File: config.mk
export PLATFORM = sky130hd
export DESIGN_NAME = ballot_session_ctrl
export DESIGN_NICKNAME = d
export VERILOG_FILES = /design/src/rtl/ballot_session_ctrl.sv
export SDC_FILE = /design/constraint.sdc
export NUM_CORES = 1
export LEC_CHECK = 0
export BUFFER_PORTS_ARGS = -buffer_cell sky130_fd_sc_hd__buf_2
export CAP_MARGIN = 30
export CORE_UTILIZATION = 45
export CTS_BUF_LIST = sky130_fd_sc_hd__clkbuf_4
export CTS_CLUSTER_SIZE = 12
export DETAILED_ROUTE_END_ITERATION = 10
export GPL_TIMING_DRIVEN = 0
export PLACE_DENSITY = 0.7
export SYNTH_ARGS = -nofsm -noshare
export SYNTH_HDL_FRONTEND = slang
export SYNTH_SLANG_ARGS = --single-unit
File: constraint.sdc
create_clock -name clock -period 2.4 [get_ports clock]
set_clock_uncertainty 0.2 [all_clocks]
set_input_delay 0.24 -clock clock [delete_from_list [all_inputs] [get_ports clock]]
set_output_delay 0.24 -clock clock [all_outputs]
set_load 0.01 [all_outputs]
File: src/rtl/ballot_session_ctrl.sv
// Purpose : sequences one voter ballot (open -> qualify one button -> commit one vote -> lockout).
// Latency : armed rises 1 cycle after ballot_enable; cand_inc fires the cycle after the
//           STABLE_CYCLES-th consecutive one-hot sample of the same button.
// Backpressure: none; inputs are levels, outputs are fire-and-forget single-cycle strobes.
//
// Ports:
//   clock, reset        system clock, synchronous active-high reset
//   mode                0 = voting, 1 = result display (closes any open ballot)
//   ballot_enable       officer request to open a ballot, honoured only while idle
//   button_level[3:0]   debounced candidate buttons, bit i = candidate i+1
//   cand_inc[3:0]       one-hot increment strobe to candidate counter i
//   valid_vote_casted   pulse coincident with cand_inc
//   multi_press         pulse when a multi-button press is rejected
//   ballot_timeout      pulse when an open ballot expires without activity
//   armed               ballot open and waiting for / qualifying a press
//   busy                any state other than idle
//   votes_total[15:0]   saturating count of committed votes

module ballot_session_ctrl #(
  parameter int ARM_TIMEOUT    = 1000,
  parameter int STABLE_CYCLES  = 4,
  parameter int LOCKOUT_CYCLES = 50
) (
  input  logic        clock,
  input  logic        reset,
  input  logic        mode,
  input  logic        ballot_enable,
  input  logic [3:0]  button_level,
  output logic [3:0]  cand_inc,
  output logic        valid_vote_casted,
  output logic        multi_press,
  output logic        ballot_timeout,
  output logic        armed,
  output logic        busy,
  output logic [15:0] votes_total
);

  // Counter widths sized to hold their load values.
  localparam int TW = $clog2(ARM_TIMEOUT + 1);
  localparam int SW = $clog2(STABLE_CYCLES + 1);
  localparam int LW = $clog2(LOCKOUT_CYCLES + 1);

  localparam logic [TW-1:0] ARM_LOAD    = TW'(ARM_TIMEOUT);
  localparam logic [SW-1:0] STABLE_LOAD = SW'(STABLE_CYCLES);
  localparam logic [LW-1:0] LOCK_LOAD   = LW'(LOCKOUT_CYCLES);

  typedef enum logic [2:0] {
    S_IDLE         = 3'd0,
    S_ARMED        = 3'd1,
    S_QUALIFY      = 3'd2,
    S_COMMIT       = 3'd3,
    S_WAIT_RELEASE = 3'd4,
    S_LOCKOUT      = 3'd5
  } state_t;

  state_t         state_q, state_d;
  logic [3:0]     cand_sel_q, cand_sel_d;
  logic [SW-1:0]  stable_q, stable_d;
  logic [SW-1:0]  stable_inc;
  logic [TW-1:0]  arm_cnt_q, arm_cnt_d;
  logic [LW-1:0]  lock_cnt_q, lock_cnt_d;
  logic           done_q, done_d;
  logic           multi_q, multi_d;
  logic           timeout_q, timeout_d;
  logic [15:0]    votes_q, votes_d;

  // Button classification. Clearing the lowest set bit leaves a non-zero
  // value only when two or more buttons are pressed.
  logic btn_any;
  logic btn_multi;
  logic btn_one;

  assign btn_any    = |button_level;
  assign btn_multi  = |(button_level & (button_level - 4'd1));
  assign btn_one    = btn_any & ~btn_multi;
  assign stable_inc = stable_q + SW'(1);

  // ---------------------------------------------------------------------------
  // State register
  // ---------------------------------------------------------------------------
  always_ff @(posedge clock) begin
    if (reset) begin
      state_q    <= S_IDLE;
      cand_sel_q <= 4'd0;
      stable_q   <= '0;
      arm_cnt_q  <= '0;
      lock_cnt_q <= '0;
      done_q     <= 1'b0;
      multi_q    <= 1'b0;
      timeout_q  <= 1'b0;
      votes_q    <= 16'd0;
    end else begin
      state_q    <= state_d;
      cand_sel_q <= cand_sel_d;
      stable_q   <= stable_d;
      arm_cnt_q  <= arm_cnt_d;
      lock_cnt_q <= lock_cnt_d;
      done_q     <= done_d;
      multi_q    <= multi_d;
      timeout_q  <= timeout_d;
      votes_q    <= votes_d;
    end
  end

  // ---------------------------------------------------------------------------
  // Next-state and datapath logic
  // ---------------------------------------------------------------------------
  always_comb begin
    state_d    = state_q;
    cand_sel_d = cand_sel_q;
    stable_d   = stable_q;
    arm_cnt_d  = arm_cnt_q;
    lock_cnt_d = lock_cnt_q;
    done_d     = done_q;
    multi_d    = 1'b0;
    timeout_d  = 1'b0;
    votes_d    = votes_q;

    case (state_q)
      S_IDLE: begin
        if (ballot_enable && !mode) begin
          state_d   = S_ARMED;
          arm_cnt_d = ARM_LOAD;
          done_d    = 1'b0;
        end
      end

      S_ARMED: begin
        if (mode) begin
          state_d = S_IDLE;
        end else if (btn_multi) begin
          multi_d = 1'b1;
          done_d  = 1'b0;
          state_d = S_WAIT_RELEASE;
        end else if (btn_one) begin
          cand_sel_d = button_level;
          stable_d   = SW'(1);
          // A single sample is already enough when STABLE_CYCLES is 1.
          state_d    = (STABLE_CYCLES <= 1) ? S_COMMIT : S_QUALIFY;
        end else if (arm_cnt_q <= TW'(1)) begin
          // Last idle cycle of the window: expire the ballot.
          arm_cnt_d = '0;
          timeout_d = 1'b1;
          state_d   = S_IDLE;
        end else begin
          arm_cnt_d = arm_cnt_q - TW'(1);
        end
      end

      S_QUALIFY: begin
        if (mode) begin
          state_d = S_IDLE;
        end else if (button_level == cand_sel_q) begin
          stable_d = stable_inc;
          if (stable_inc >= STABLE_LOAD) begin
            state_d = S_COMMIT;
          end
        end else begin
          // Glitch or change of mind: re-arm silently, the idle window
          // keeps whatever it had left.
          state_d = S_ARMED;
        end
      end

      S_COMMIT: begin
        // Single atomic cycle; mode and buttons are deliberately not looked at.
        done_d  = 1'b1;
        state_d = S_WAIT_RELEASE;
        if (votes_q != 16'hFFFF) begin
          votes_d = votes_q + 16'd1;
        end
      end

      S_WAIT_RELEASE: begin
        if (mode && !done_q) begin
          state_d = S_IDLE;
        end else if (!btn_any) begin
          if (done_q) begin
            state_d    = S_LOCKOUT;
            lock_cnt_d = LOCK_LOAD;
          end else begin
            state_d = S_ARMED;
          end
        end
      end

      S_LOCKOUT: begin
        if (lock_cnt_q <= LW'(1)) begin
          lock_cnt_d = '0;
          state_d    = S_IDLE;
        end else begin
          lock_cnt_d = lock_cnt_q - LW'(1);
        end
      end

      default: begin
        state_d = S_IDLE;
      end
    endcase
  end

  // ---------------------------------------------------------------------------
  // Outputs, decoded from registered state only
  // ---------------------------------------------------------------------------
  always_comb begin
    cand_inc          = 4'd0;
    valid_vote_casted = 1'b0;
    if (state_q == S_COMMIT) begin
      cand_inc          = cand_sel_q;
      valid_vote_casted = 1'b1;
    end
    multi_press    = multi_q;
    ballot_timeout = timeout_q;
    armed          = (state_q == S_ARMED) || (state_q == S_QUALIFY);
    busy           = (state_q != S_IDLE);
    votes_total    = votes_q;
  end

  // ---------------------------------------------------------------------------
  // Structural guarantees of the strobe outputs
  // ---------------------------------------------------------------------------
  a_cand_onehot : assert property (@(posedge clock) disable iff (reset)
    $onehot0(cand_inc));

  a_pulse_excl : assert property (@(posedge clock) disable iff (reset)
    $onehot0({multi_press, ballot_timeout, valid_vote_casted}));

  a_vote_pair : assert property (@(posedge clock) disable iff (reset)
    valid_vote_casted == (cand_inc != 4'd0));

endmodule

# After elaboration in Yosys (flattened, before gate mapping)
# Index checks and enable logic that the tools add are counted.
# Widths: inputs -> output; s select.
[word_totals] word_cells=104 memories=0 inputBits=8 ff_bits=45 mem_bits_rw=0 latchBits=0 output_inout_bits=25 romBits=0
[classes] reduce_logical=22 magnitude_cmp=3 muxes=38 addsub=5 n_eq_ne=22 mul=0 div=0 shifts=0 bitwise=5
[ops] operator="$mux 3" n=17
[ops] operator="$mux 10" n=5
[ops] operator="$mux 6" n=4
[ops] operator="$ne 2x2->1 const B" n=12
[ops] operator="$pmux 10 s2" n=1
[ops] operator="$pmux 3 s6" n=1
[ops] operator="$add 16x1->16 const B" n=1
[ops] operator="$ne 16x16->1 const B" n=1
[ops] operator="$pmux 6 s2" n=1
[ops] operator="$reduce_and 4->1" n=3
[ops] operator="$le 10x1->1 const B" n=1
[ops] operator="$reduce_and 5->1" n=2
[ops] operator="$sub 10x1->10 const B" n=1
[ops] operator="$reduce_or 4->1" n=2
[ops] operator="$reduce_or 8->1" n=1
[ops] operator="$eq 3x2->1 const B" n=2
[ops] operator="$eq 3x3->1 const B" n=2
[ops] operator="$le 6x1->1 const B" n=1
[ops] operator="$mux 1" n=6
[ops] operator="$pmux 3 s2" n=1
[ops] operator="$reduce_and 6->1" n=1
[ops] operator="$reduce_bool 2->1" n=3
[ops] operator="$reduce_bool 3->1" n=2
[ops] operator="$sub 6x1->6 const B" n=1
[ops] operator="other kinds (19)" n=23

# Logic depth before layout (Yosys ltp)
# Gate-level depths: netlist of the first run.
[depth] word_depth=9 depth_mapped=8 mapped_depth_nobuf=7

# Worst setup path after synthesis of the first run
# No wires, ideal clock.
[synth_timing] path_kind="register to register" startpoint="register votes_q[0] (netlist: votes_total[0])" endpoint="register votes_q[1] (netlist: votes_total[1])" n_path_buf=0 setup_time_ns=0.128 setup_slack_ns=0.439 synth_period_minus_slack_ns=1.961 t_arrival_ns=1.634 stages_incl_launch_ff=7 required_time_ns=2.072 path_cell_list="dfxtp_1 > ha_1 > and3_1 > nand3_1 > o21ai_1 > mux2i_1 > nor2_1"
[synth_between] elab_chain_cells=2 elab_cells_between_ends=3 cone_classes="add/sub (1); eq/ne (1); reduce/logical (1)"
[synth_lines] element="start, declared" line_no="65" text="logic [15:0] votes_q, votes_d;"
[synth_lines] element="start signal, assigned" line_no="101" text="votes_q <= votes_d;"
[synth_lines] element="parallel branches: the longest is 2 deep, another holds $add 16x1->16"
# Several ways; the timed one is not identified.
# A chain may end at the register's enable or synchronous reset.

# Worst setup path in the final report of the first run
[layout_timing] startpoint="input port button_level[3]" endpoint="register arm_cnt_q[9]"
[layout_between] elab_chain_cells=7 elab_cells_between_ends=9 cone_classes="add/sub (1); eq/ne (2); bitwise (3); reduce/logical (3)"
[layout_lines] element="start, declared" line_no="28" text="input logic [3:0] button_level,"
[layout_lines] element="$sub 4x1->4" line_no="74" text="assign btn_multi = |(button_level & (button_level - 4'd1));"
[layout_lines] element="$and 4x4->4" line_no="74"
[layout_lines] element="$reduce_or 4->1" line_no="74"
[layout_lines] element="$not 1->1 (no source line)"
[layout_lines] element="$and 1x1->1" line_no="75" text="assign btn_one = btn_any & ~btn_multi;"
[layout_lines] element="$ne 2x2->1 (no source line)"
[layout_lines] element="$reduce_and 5->1 (no source line) (*)"
[layout_lines] element="end signal, assigned" line_no="96" text="arm_cnt_q <= arm_cnt_d;"
[layout_lines] element="end, declared" line_no="60" text="logic [TW-1:0] arm_cnt_q, arm_cnt_d;"
# Mark *: on every way between the ends. The rest lies on a longest branch, timed or not.

==> results.md, run 1 <==
* Post-route minimum period at 2.20 ns
* DRC errors left at 0
* Die H at 78.3 µm
* Total GRT Usage at around a fifth
* Worst Hold Depth at 3
* Starting Density at 47.0%
* Average size of a mapped cell at 8.29 µm²
* Pre-Repair DR Iteration Count at 6
* Dpl cells at 416
* Clock H-tree levels at 2
* Ys async rst share at 0%
* Overall routed net length at 5.89 mm
* Slowest cell on crit path: dlygate4sd3_1
* IO Pins at 33
* Cell taking the most area after synthesis: dfxtp_1
* Final hold slack at between 0.02 and 0.03 ns
* Rows at 27
* Full die area at 6130 µm²
* Synth cell types at 59
* # nets final at ~370
* EDFF count, synth at 0
* Clk_lat worst skew at between 0.3 and 0.4 ns
* Post-synth top area share at 34.4%
* Period Utilization, post-route at 91.5%
* CTS Buffer Depth at 2
* Largest vdd supply drop at 0.000278 V
* N_diodes at 0
* Crit Path Class: primary input to register
* Final Non-Filler Cells at 426
* Post-CTS Setup Inserts at 0
* RSZ-0062 raised after global routing: false
* Max incr delay on CP at between 0.5 and 0.6 ns
* Fraction of layout cells with a size suffix above 1 at 17.2%
* Top Family by Delay on Critical Path: buffers and inverters
* Hold crit path type: primary input to register
* Clock transition at path regs at approximately 0.15 ns
* Measured slew at the worst slew-check pin at ~0.84 ns
* Grt met1 use at 27.1%
* Via count at 2381
* Placed Area at 2850 µm²
* Data arrival, critical path at ~2.2 ns
* Fmax at 455 MHz
* I/O Buffers at 28
* Number of synthesized register bits at 45
* Final Max Slew Viols at 0
* MaxCap Viol Count at 0
* Met3 Track Usage GR at 3.84%
* Initial antenna violation count at 0
* R2R depth at 6
* Reg2reg end: votes_total[1]
* TritonCTS Buffers at 5
* Reg-to-reg startpoint: votes_total[0]
* Most frequent cells in the layout: dfxtp_1, nor2_1, buf_2
* Final hold violations at 0
* Setup WS pre-CTS at 0.238 ns
* Congestion Overflow GR at 0
* Post-DRT Antenna Nets at 0
* Register area share after synthesis at 34.4%
* Vias in the first global route at 2217
* Most common cell after layout, fill and taps aside: dfxtp_1
* WHS Endpoint: done_q
* Routed WL per cell at between 10 and 15 µm
* Pleak at 1.21 nW
* R2R setup slack at ~0.21 ns
* Setup Viol. Count Final at 0
* Final WS setup at between 0.2 and 0.25 ns
* Final Cell Area at 2960 µm²
* Worst Hold Launch: ballot_enable
* Hpwl dp at 4.20 mm
* Slew Limit Headroom at 43.6%
* Mapped Nets at between 300 and 400
* Initial DRC count at 66
* CP Capture Type: register
* TritonCTS clock tree: yes
* Synth Flop Type: dfxtp_1
* Synthesized area at 2620 µm²
* First-pass GRT wire length at 10.3 mm
* Req. time, crit path at between 2 and 2.5 ns
* CP Max Fanout at 10
* Synth Warn # at 0
* Status: complete, no violations
* Top post-synthesis cells by area: dfxtp_1, nor2_1, a21oi_1
* Routability cong. at 0.845
* Layout area overhead at 12.9%
* Largest net degree at the start of global routing at 14
* Pwr per Cell Area at 576 nW/µm²
* Clock Sinks at 45
* Die W at 78.3 µm
* Fin Setup TNS at 0 ns
* Fin util at 53.1%
* Power Total at 1.70 mW
* GR peak layer: met2
* Routed vias/inst at between 5 and 6
* Startpoint Class: primary input
* Core area at ~5600 µm²
* Mapped Cells at 316
* CTS root buffer: clkbuf_4
* Worst-path cell chain: dlygate4sd3_1 > buf_6 > nor4_4 > mux2_1 > nand2_1 > buf_2 > o41ai_1 > a21oi_1
* M2 GR Usage at 34.4%
* Crit path buffers/inverters at 3
-- worst reg2reg max path: cells and delay by family, from the launching register on --
family | cells | cell delay [ns]
flip-flops | 1 | 0.43
adder cells (fa/ha/maj) | 1 | 0.22
multiplexers | 1 | 0.24
AND/OR/NAND/NOR | 3 | 0.48
AO/OA/AOI/OAI | 1 | 0.51
-- per-layer routing --
layer | vias to the layer above | wire (µm)
li1 | 1219 | -
met1 | 1115 | 2870
met2 | 41 | 2770
met3 | 6 | 188
met4 | 0 | 59
met5 | - | 0
-- kinds of logic after synthesis --
family,count (synthesis),synth area share (%)
xor gates and xnor gates,17,5.68
AOI/OAI and AO/OA,79,19.9
adders and majority gates,6,2.87
muxes,7,2.77
buffers and inverters,31,5.40
and+or+nand+nor,131,29.0
DFF,45,34.4
-- cell usage after synthesis, types with 2 or more instances --
cell,instances
o211ai_1,7
xnor2_1,3
or2_2,3
nand2_1,13
ha_1,6
nor2b_1,8
nor4_1,4
nand3_1,8
nor4b_1,4
a211oi_1,6
a21oi_1,25
and3_1,8
inv_1,13
nor3_1,13
nand2b_1,2
or3_1,4
o211a_1,2
o21ai_0,19
buf_6,2
and3b_1,2
nand3b_1,2
xor2_1,14
nor2_1,38
dfxtp_1,45
and2_1,3
clkbuf_1,10
o21a_1,3
a31o_2,2
nand4_1,4
or4_1,4
and4_1,3
mux2i_1,5
buf_2,5
-- worst max-delay path by stage --
stage / end / cells past startpoint / start
after floorplan: votes_total[1] / 6 / votes_total[0]
after global placement: votes_total[1] / 6 / votes_total[0]
after detailed placement: votes_total[1] / 6 / votes_total[0]
after CTS: cand_inc[2] / 5 / state_q[0]
after global routing: stable_q[2] / 6 / state_q[2]
final: arm_cnt_q[9] / 8 / button_level[3]
-- area by class of cell --
cell class	count	area, µm²
Buffer	17	90.1
Clock buffer	6	45.0
Clock inverter	2	33.8
Fill cell	531	2620
Inverter	13	48.8
Multi-Input combinational cell	240	1580
Sequential cell	45	901
Tap cell	72	90.1
Timing Repair Buffer	31	170
-- flip-flops by register name, summed over array words and instances (netlist names) --
signal          flops
ballot_timeout      1
votes_total        16
lock_cnt_q          6
state_q             3
arm_cnt_q          10
stable_q            3
multi_press         1
cand_sel_q          4
done_q              1
-- what timing repair did --
item / in CTS / in global routing
pin swaps: 0 / 0
resized for setup: 1 / 1
endpoints found under the hold margin: 3 / 0
hold buffers: 3 / 0
setup endpoints to repair: 4 / 5
-- where the power goes --
| group | internal, mW | switching (mW) |
|---|---|---|
| Clock | 0.229 | 0.247 |
| Combinational | 0.178 | 0.243 |
| Sequential | 0.775 | 0.0331 |
| Total | 1.18 | 0.523 |
No activity file was read; power rests on OpenSTA's default activity.
==> run 2, diff against run 1 <==
==> constraint.sdc (replaced) <==
create_clock -name clock -period 2.05 [get_ports clock]
set_clock_uncertainty 0.2 [all_clocks]
set_input_delay 0.205 -clock clock [delete_from_list [all_inputs] [get_ports clock]]
set_output_delay 0.205 -clock clock [all_outputs]
set_load 0.01 [all_outputs]
==> run 2 against run 1 <==
Effect of this change:
- worst setup slack lost 0.15 ns
- worst hold slack worse by 0.0012 ns
- non-clock buffer count grew 8
- die area is the same
- clock power grew 18%
- register-to-register slack worse by 0.16 ns
- design area up 7.8%
- routed wire length grew 2.1%
- sequential power is 18% higher
- global-route usage down 0.094 points
- count of clock-buffer cells in the layout did not move
- combinational power rose by 42%
==> results.md, run 2 (synthesized netlist as in run 1, its figures left out) <==
* Final WS setup at 0.0507 ns (-0.153 ns)
* Congestion Overflow GR at 0 (unchanged)
* Switching power at 650 µW (+24%)
* Initial DRC count at 95 (+44%)
* Part of the power in combinational logic at 28.3% (+3.6 points)
* Largest vdd supply drop at 0.000318 V (+14%)
* Rows at 27 (unchanged)
* Fmax at 500 MHz
* Period Utilization, post-route at 97.5%
* Largest register FFs at 16 (unchanged)
* Clock Sinks at 45 (unchanged)
* Starting Density at 47.0% (unchanged)
* Initial antenna violation count at 0 (unchanged)
* Most common cell after layout, fill and taps aside: dfxtp_1
* Routed WL per cell at 13.9 µm (+0.24%)
* Vias in the first global route at 2238 (+0.95%)
* Most frequent cells in the layout: dfxtp_1, nor2_1, buf_2
* Placed Area at 2850 µm² (unchanged)
* Area of the multi-input gates at 1700 µm² (+7.7%)
* Setup Viol. Count Final at 0 (unchanged)
* Register area at 916 µm² (+1.7%)
* Largest net degree at the start of global routing at 14 (unchanged)
* Power Total at 2.11 mW (+24%)
* Post-route minimum period at around 2.0 ns
* Clock transition at path regs at 0.15 ns (about the same)
* Routed vias/inst at 5.59 (about the same)
* Overall routed net length at 6.01 mm (+2.1%)
* Core area at 5570 µm² (unchanged)
* CTS Buffer Depth at 2 (unchanged)
* Total GRT Usage at 20.6% (-0.094 points)
* Post-DRT Antenna Nets at 0 (unchanged)
* CP Max Fanout at 4 (-6)
* Hold crit path type: primary input to register
* Routability cong. at 0.845 (unchanged)
* Clock power frac at 26.5% (-1.4 points)
* Slowest cell on crit path: or4_1
* Final Cell Area at 3190 µm² (+7.8%)
* Clk_lat worst skew at 0.36 ns (about the same)
* Req. time, crit path at 2.09 ns (-0.34 ns)
* Crit path buffers/inverters at 0 (-3)
* DRC errors left at 0 (unchanged)
* Internal Pwr Total at 1.46 mW (+24%)
* Startpoint Class: register
* Fin util at 57.2% (+4.1 points)
* First-pass GRT wire length at 10.3 mm (-0.27%)
* Hpwl dp at 4.20 mm (unchanged)
* Full die area at 6130 µm² (unchanged)
* Via count at 2427 (+1.9%)
* Seq pwr share at 45.2% (-2.2 points)
* TritonCTS clock tree: yes
* Layout area overhead at 21.7%
* Final hold violations at 0 (unchanged)
* CP Capture Type: register
* Crit Path Class: register to register
* Worst-path cell chain: or3_4 > or4_1 > a21oi_2 > a2bb2oi_1 > nor2_1
* Fraction of layout cells with a size suffix above 1 at 25.1% (+7.9 points)
* TritonCTS Buffers at 5 (unchanged)
* Die H at 78.3 µm (unchanged)
* N_diodes at 0 (unchanged)
* Top Family by Delay on Critical Path: simple AND/OR/NAND/NOR gates
* I/O Buffers at 28 (unchanged)
* Die W at 78.3 µm (unchanged)
* Pre-Repair DR Iteration Count at 4 (-2)
* Measured slew at the worst slew-check pin at 0.592 ns (-0.246 ns)
* IO Pins at 33 (unchanged)
* # nets final at 375 (+2.2%)
* Clock H-tree levels at 2 (unchanged)
* # fillers at 490 (-7.7%)
* Final Max Slew Viols at 0 (unchanged)
* Setup WS pre-CTS at -0.112 ns (-0.350 ns)
* Pwr per Cell Area at 662 nW/µm² (+15%)
* Switch share at 30.8% (+0.086 points)
* Pleak at 1.31 nW (+8.2%)
* Data arrival, critical path at 2.04 ns (-0.18 ns)
* Max incr delay on CP at 0.54 ns (-0.02 ns)
* MaxCap Viol Count at 0 (unchanged)
* CTS root buffer: clkbuf_4
* Status: complete, no violations
* Slew Limit Headroom at 60.0% (+16 points)
==> run 2: cell count changes in the layout (fill, tap and decap cells not counted), moves of 3 or more <==
cell and change:
dfxtp_4 +3, dfxtp_2 +3, dfxtp_1 -6, buf_4 +4, clkbuf_1 -3
==> run 2: power groups by stage <==
| stage | clock network (mW) | registers, mW | logic (mW) |
|---|---|---|---|
| floorplan | 0 | 0.948 | 0.388 |
| global placement | 0 | 0.952 | 0.484 |
| detailed placement | 0 | 0.953 | 0.492 |
| CTS | 0.574 | 0.947 | 0.548 |
| global route | 0.612 | 0.961 | 0.651 |
| finish | 0.560 | 0.954 | 0.598 |
==> run 2: final timing paths <==
kind | startpoint | cells after the start | to | slack (ns)
worst max-delay path | arm_cnt_q[8] | 5 | arm_cnt_q[3] | 0.05
worst max register to register | arm_cnt_q[8] | 5 | arm_cnt_q[3] | 0.05
worst min register to register | stable_q[1] | 2 | stable_q[1] | 0.28
worst min-delay path | button_level[2] | 3 | cand_sel_q[2] | 0.03
==> run 2: metrics by stage <==
| step | std cells | TNS, ns | hold WS, ns |
|---|---|---|---|
| floorplan | 316 | 0 | 0.0817 |
| global placement | 416 | -0.219 | 0.260 |
| detailed placement | 416 | -0.374 | 0.269 |
| CTS | 430 | 0 | 0.0110 |
| global route | 434 | -0.0612 | 0.0324 |
| finish | 434 | 0 | 0.0258 |
==> run 2: tightest hold or removal path, stage by stage <==
cell and delay, ns:
buf_2 0.16, mux2i_1 0.14, nor2_1 0.05
==> run 2: final cells by class <==
type / count / share of cell area [%]
Clock inverter: 2 / 1.06
Timing Repair Buffer: 39 / 7.89
Buffer: 17 / 3.22
Clock buffer: 6 / 1.41
Tap cell: 72 / 2.82
Inverter: 13 / 1.53
Sequential cell: 45 / 28.7
Multi-Input combinational cell: 240 / 53.4
==> run 2: layer usage <==
metal / track usage [%] / up-vias / wire length, µm
met4: 6.11 / 0 / 60
met1: 27.0 / 1125 / 2910
met3: 3.84 / 9 / 251
li1: - / 1240 / -
met2: 34.3 / 53 / 2790
met5: 0 / - / 0
==> run 2: what timing repair did <==
item                                    CTS  global route
endpoints found under the hold margin     6             0
pin swaps                                 0            10
hold buffers                              5             0
resized for setup                        11            36
endpoints found under the setup margin   21            33
buffers inserted                          2             4
==> run 3, diff against run 2 <==
--- a/config.mk
+++ b/config.mk
@@ -5,14 +5,17 @@
 export SDC_FILE = /design/constraint.sdc
 export NUM_CORES = 1
 export LEC_CHECK = 0
+export ABC_AREA = 1
 export BUFFER_PORTS_ARGS = -buffer_cell sky130_fd_sc_hd__buf_2
 export CAP_MARGIN = 30
-export CORE_UTILIZATION = 45
+export CELL_PAD_IN_SITES_DETAIL_PLACEMENT = 0
+export CELL_PAD_IN_SITES_GLOBAL_PLACEMENT = 1
+export CORE_UTILIZATION = 42
 export CTS_BUF_LIST = sky130_fd_sc_hd__clkbuf_4
 export CTS_CLUSTER_SIZE = 12
 export DETAILED_ROUTE_END_ITERATION = 10
 export GPL_TIMING_DRIVEN = 0
-export PLACE_DENSITY = 0.7
+export PLACE_DENSITY = 0.87
 export SYNTH_ARGS = -nofsm -noshare
 export SYNTH_HDL_FRONTEND = slang
 export SYNTH_SLANG_ARGS = --single-unit
==> run 3 against run 2 <==
Effect of this change:
- combinational power rose to 2.9 times the previous value
- register-to-register slack gained 0.13 ns
- synthesized cell count grew 35%
- design area fell by 3.1%
- synthesized area increased by 3.7%
- sequential power increased by 25%
- fmax rose by 4.4%
- core utilization decreased by 6.5 points
- critical path depth shrank 1
- power up 61%
- final cell count is 26% higher
- worst hold slack improved by 0.0037 ns
- largest cell class unchanged
==> results.md, run 3 <==
* Status: complete, no violations
* # nets final at 486 (+30%)
* Largest register FFs at 16 (unchanged)
* Die W at 82.4 µm (+5.3%)
* N_diodes at 0 (unchanged)
* Routability cong. at 0.878 (+3.8%)
* Average size of a mapped cell at 6.35 µm² (-23%)
* Slew Limit Headroom at 65.0% (+5.0 points)
* Data arrival, critical path at 1.51 ns (-0.53 ns)
* Initial DRC count at 115 (+21%)
* Fmax at 522 MHz (+4.4%)
* MaxCap Viol Count at 0 (unchanged)
* Max incr delay on CP at 0.43 ns (-0.11 ns)
* Mapped Nets at 442 (+34%)
* Die H at 82.4 µm (+5.3%)
* Post-DRT Antenna Nets at 0 (unchanged)
* Clock Sinks at 45 (unchanged)
* EDFF count, synth at 0 (unchanged)
* Hold crit path type: primary input to register
* Period Utilization, post-route at 93.4% (-4.2 points)
* Synth Area in Compound Gates at 11.8% (-8.1 points)
* Internal Pwr Total at 1.78 mW (+22%)
* Register area share after synthesis at 33.1% (-1.2 points)
* TritonCTS Buffers at 5 (unchanged)
* Critical path endpoint: cand_inc[3]
* CP Max Fanout at 7 (+3)
* Final hold violations at 0 (unchanged)
* XOR/XNOR share of the synthesized area at 3.87% (-1.8 points)
* Cell taking the most area after synthesis: dfxtp_1
* DRC errors left at 0 (unchanged)
* Reg-to-reg startpoint: votes_total[1]
* TritonCTS clock tree: yes
* CTS Buffer Depth at 2 (unchanged)
* Full die area at 6800 µm² (+11%)
* Synthesized area at 2720 µm² (+3.7%)
* Worst path depth at 4 (-1)
* Post-route minimum period at 1.91 ns (-0.0851 ns)
* Largest vdd supply drop at 0.000626 V (+97%)
* Main combinational cell family by area after synthesis: simple AND/OR/NAND/NOR gates
* Overall routed net length at 6.29 mm (+4.6%)
* Setup Viol. Count Final at 0 (unchanged)
* Slowest cell on crit path: dfxtp_1
* IO Pins at 33 (unchanged)
* Reg2reg end: votes_total[0]
* Rows at 28 (+3.7%)
* Fraction of layout cells with a size suffix above 1 at 15.2% (-9.9 points)
* Initial antenna violation count at 0 (unchanged)
* Congestion Overflow GR at 0 (unchanged)
* # fillers at 656 (+34%)
* Ys async rst share at 0% (unchanged)
* CTS root buffer: clkbuf_4
* Largest net degree at the start of global routing at 17 (+3)
* Vias in the first global route at 2376 (+6.2%)
* Pleak at 1.51 nW (+15%)
* Crit Path Class: register to output port
* Crit path from: state_q[2]
* First-pass GRT wire length at 10.7 mm (+4.2%)
* Fin util at 50.7% (-6.5 points)
* Final Max Slew Viols at 0 (unchanged)
* Dpl cells at 534 (+28%)
* Pre-Repair DR Iteration Count at 4 (unchanged)
* R2R depth at 8 (+3)
* Worst-path cell chain: nor3_4 > inv_2 > nor2_1 > buf_2
* Clock transition at path regs at 0.16 ns (about the same)
* Pwr per Cell Area at 1100 nW/µm² (+66%)
* Multiplexer area fraction after synthesis at 0% (-2.8 points)
* Number of synthesized register bits at 45 (unchanged)
* Synth Flop Type: dfxtp_1
* Routed WL per cell at 11.5 µm (-17%)
* Clock power frac at 13.8% (-13 points)
* Layout area overhead at 13.7%
* Measured slew at the worst slew-check pin at 0.525 ns (-0.0672 ns)
* CP Capture Type: output port
* Via count at 2659 (+9.6%)
* Top post-synthesis cells by area: dfxtp_1, nand2_1, nor2_1
* Total GRT Usage at 20.4% (-0.22 points)
* Most common cell after layout, fill and taps aside: nand2_1
* Core area at 6100 µm² (+9.4%)
* Final Non-Filler Cells at 548 (+26%)
* Most frequent cells in the layout: nand2_1, nor2_1, inv_1
* Adder-cell share of the synthesized area at 2.76% (-0.10 points)
* Routed vias/inst at 4.85 (-13%)
* RSZ-0062 raised after global routing: false
* Part of the power in combinational logic at 51.2% (+23 points)
* Synth top cells by count: nand2_1, nor2_1, inv_1
* Synth Warn # at 0 (unchanged)
* Top Family by Delay on Critical Path: flip-flops
* Starting Density at 44.6% (-2.4 points)
* Startpoint Class: register
* Seq pwr share at 35.0% (-10 points)
* Hpwl dp at 4.76 mm (+13%)
* Most common cell in the synthesized netlist: nand2_1
* Switching power at 1.62 mW (+150%)
* Clk_lat worst skew at 0.37 ns (about the same)
* Post-synth top area share at 33.1% (-1.2 points)
* Req. time, crit path at 1.64 ns (-0.45 ns)
* Switch share at 47.6% (+17 points)
* Simple logic cell fraction of the synthesized area at 37.3% (+8.4 points)
* Mapped Cells at 428 (+35%)
* Synth cell types at 35 (-41%)
* Crit path buffers/inverters at 2 (+2)
* Clock H-tree levels at 2 (unchanged)
* R2R setup slack at 0.18 ns (+0.13 ns)
* I/O Buffers at 31 (+11%)
==> run 3: changes by cell type after synthesis, sizes merged, moves of 19 or more <==
cell / delta
inv: +59
nand2: +90
nand3: +19
nor2: +37
==> run 3: power groups by stage <==
stage,Sequential [mW],Clock [mW],Combinational [mW]
3_3_place_gp,1.21,0,1.70
2_1_floorplan,1.18,0,1.39
4_1_cts,1.19,0.490,1.74
3_5_place_dp,1.21,0,1.72
6_report,1.19,0.471,1.74
5_1_grt,1.22,0.521,2.00
==> run 3: kinds of logic after synthesis <==
logic type,after synthesis
compound gates,58
xor+xnor,12
fa+ha+maj,6
buf+inv,78
flops,45
simple gates,229
==> run 3: worst reg2reg max path, stage by stage (launching register included) <==
cell and delay, ns:
dfxtp_1 0.40, ha_1 0.18, nand2_1 0.08, nor2_1 0.14
nand4_1 0.17, o21ai_2 0.19, buf_4 0.20, xor2_1 0.16
nor2_1 0.05
==> run 3: repair_timing <==
action                                  4_1_cts  5_1_grt
hold buffers                                  5        0
endpoints found under the hold margin         5        0
gates resized for setup                       0        2
setup buffers                                 1        0
pin swaps                                     1        0
endpoints found under the setup margin        1        4
==> run 3: area by class of cell <==
type | instances | area, µm² | share of cell area (%)
Buffer | 6 | 31.3 | 1.01
Clock buffer | 5 | 37.5 | 1.22
Clock inverter | 3 | 25.0 | 0.810
Inverter | 72 | 270 | 8.75
Multi-Input combinational cell | 305 | 1520 | 49.0
Sequential cell | 45 | 903 | 29.2
Tap cell | 75 | 93.8 | 3.04
Timing Repair Buffer | 37 | 213 | 6.89
==> run 3: worst min path at each step <==
stage,start,endpoint,slack [ns],cells after the start
floorplan,button_level[1],cand_sel_q[1],0.18,2
global placement,arm_cnt_q[1],arm_cnt_q[1],0.27,2
detailed placement,arm_cnt_q[1],arm_cnt_q[1],0.28,2
CTS,reset,arm_cnt_q[1],0.02,2
global route,reset,arm_cnt_q[1],0.05,2
finish,reset,arm_cnt_q[1],0.03,2
==> run 3: routing by layer <==
layer | vias to the layer above | global-route usage (%) | wire length, µm
li1 | 1433 | - | -
met1 | 1183 | 27.3 | 3220
met2 | 41 | 33.6 | 2890
met3 | 2 | 3.74 | 166
met4 | 0 | 5.09 | 21
met5 | - | 0 | 0
==> run 3: metrics by stage <==
stage | power [mW] | setup TNS, ns | hold slack (ns) | setup WS, ns | cell area [µm²]
final | 3.41 | 0 | 0.0295 | 0.136 | 3090
after global routing | 3.74 | 0 | 0.0503 | 0.0116 | 3090
after CTS | 3.42 | 0 | 0.0226 | 0.0516 | 3090
after detailed placement | 2.94 | -0.00435 | 0.278 | -0.00435 | 2970
after global placement | 2.91 | -0.0211 | 0.274 | -0.0211 | 2970
after floorplan | 2.57 | 0 | 0.181 | 0.231 | 2720
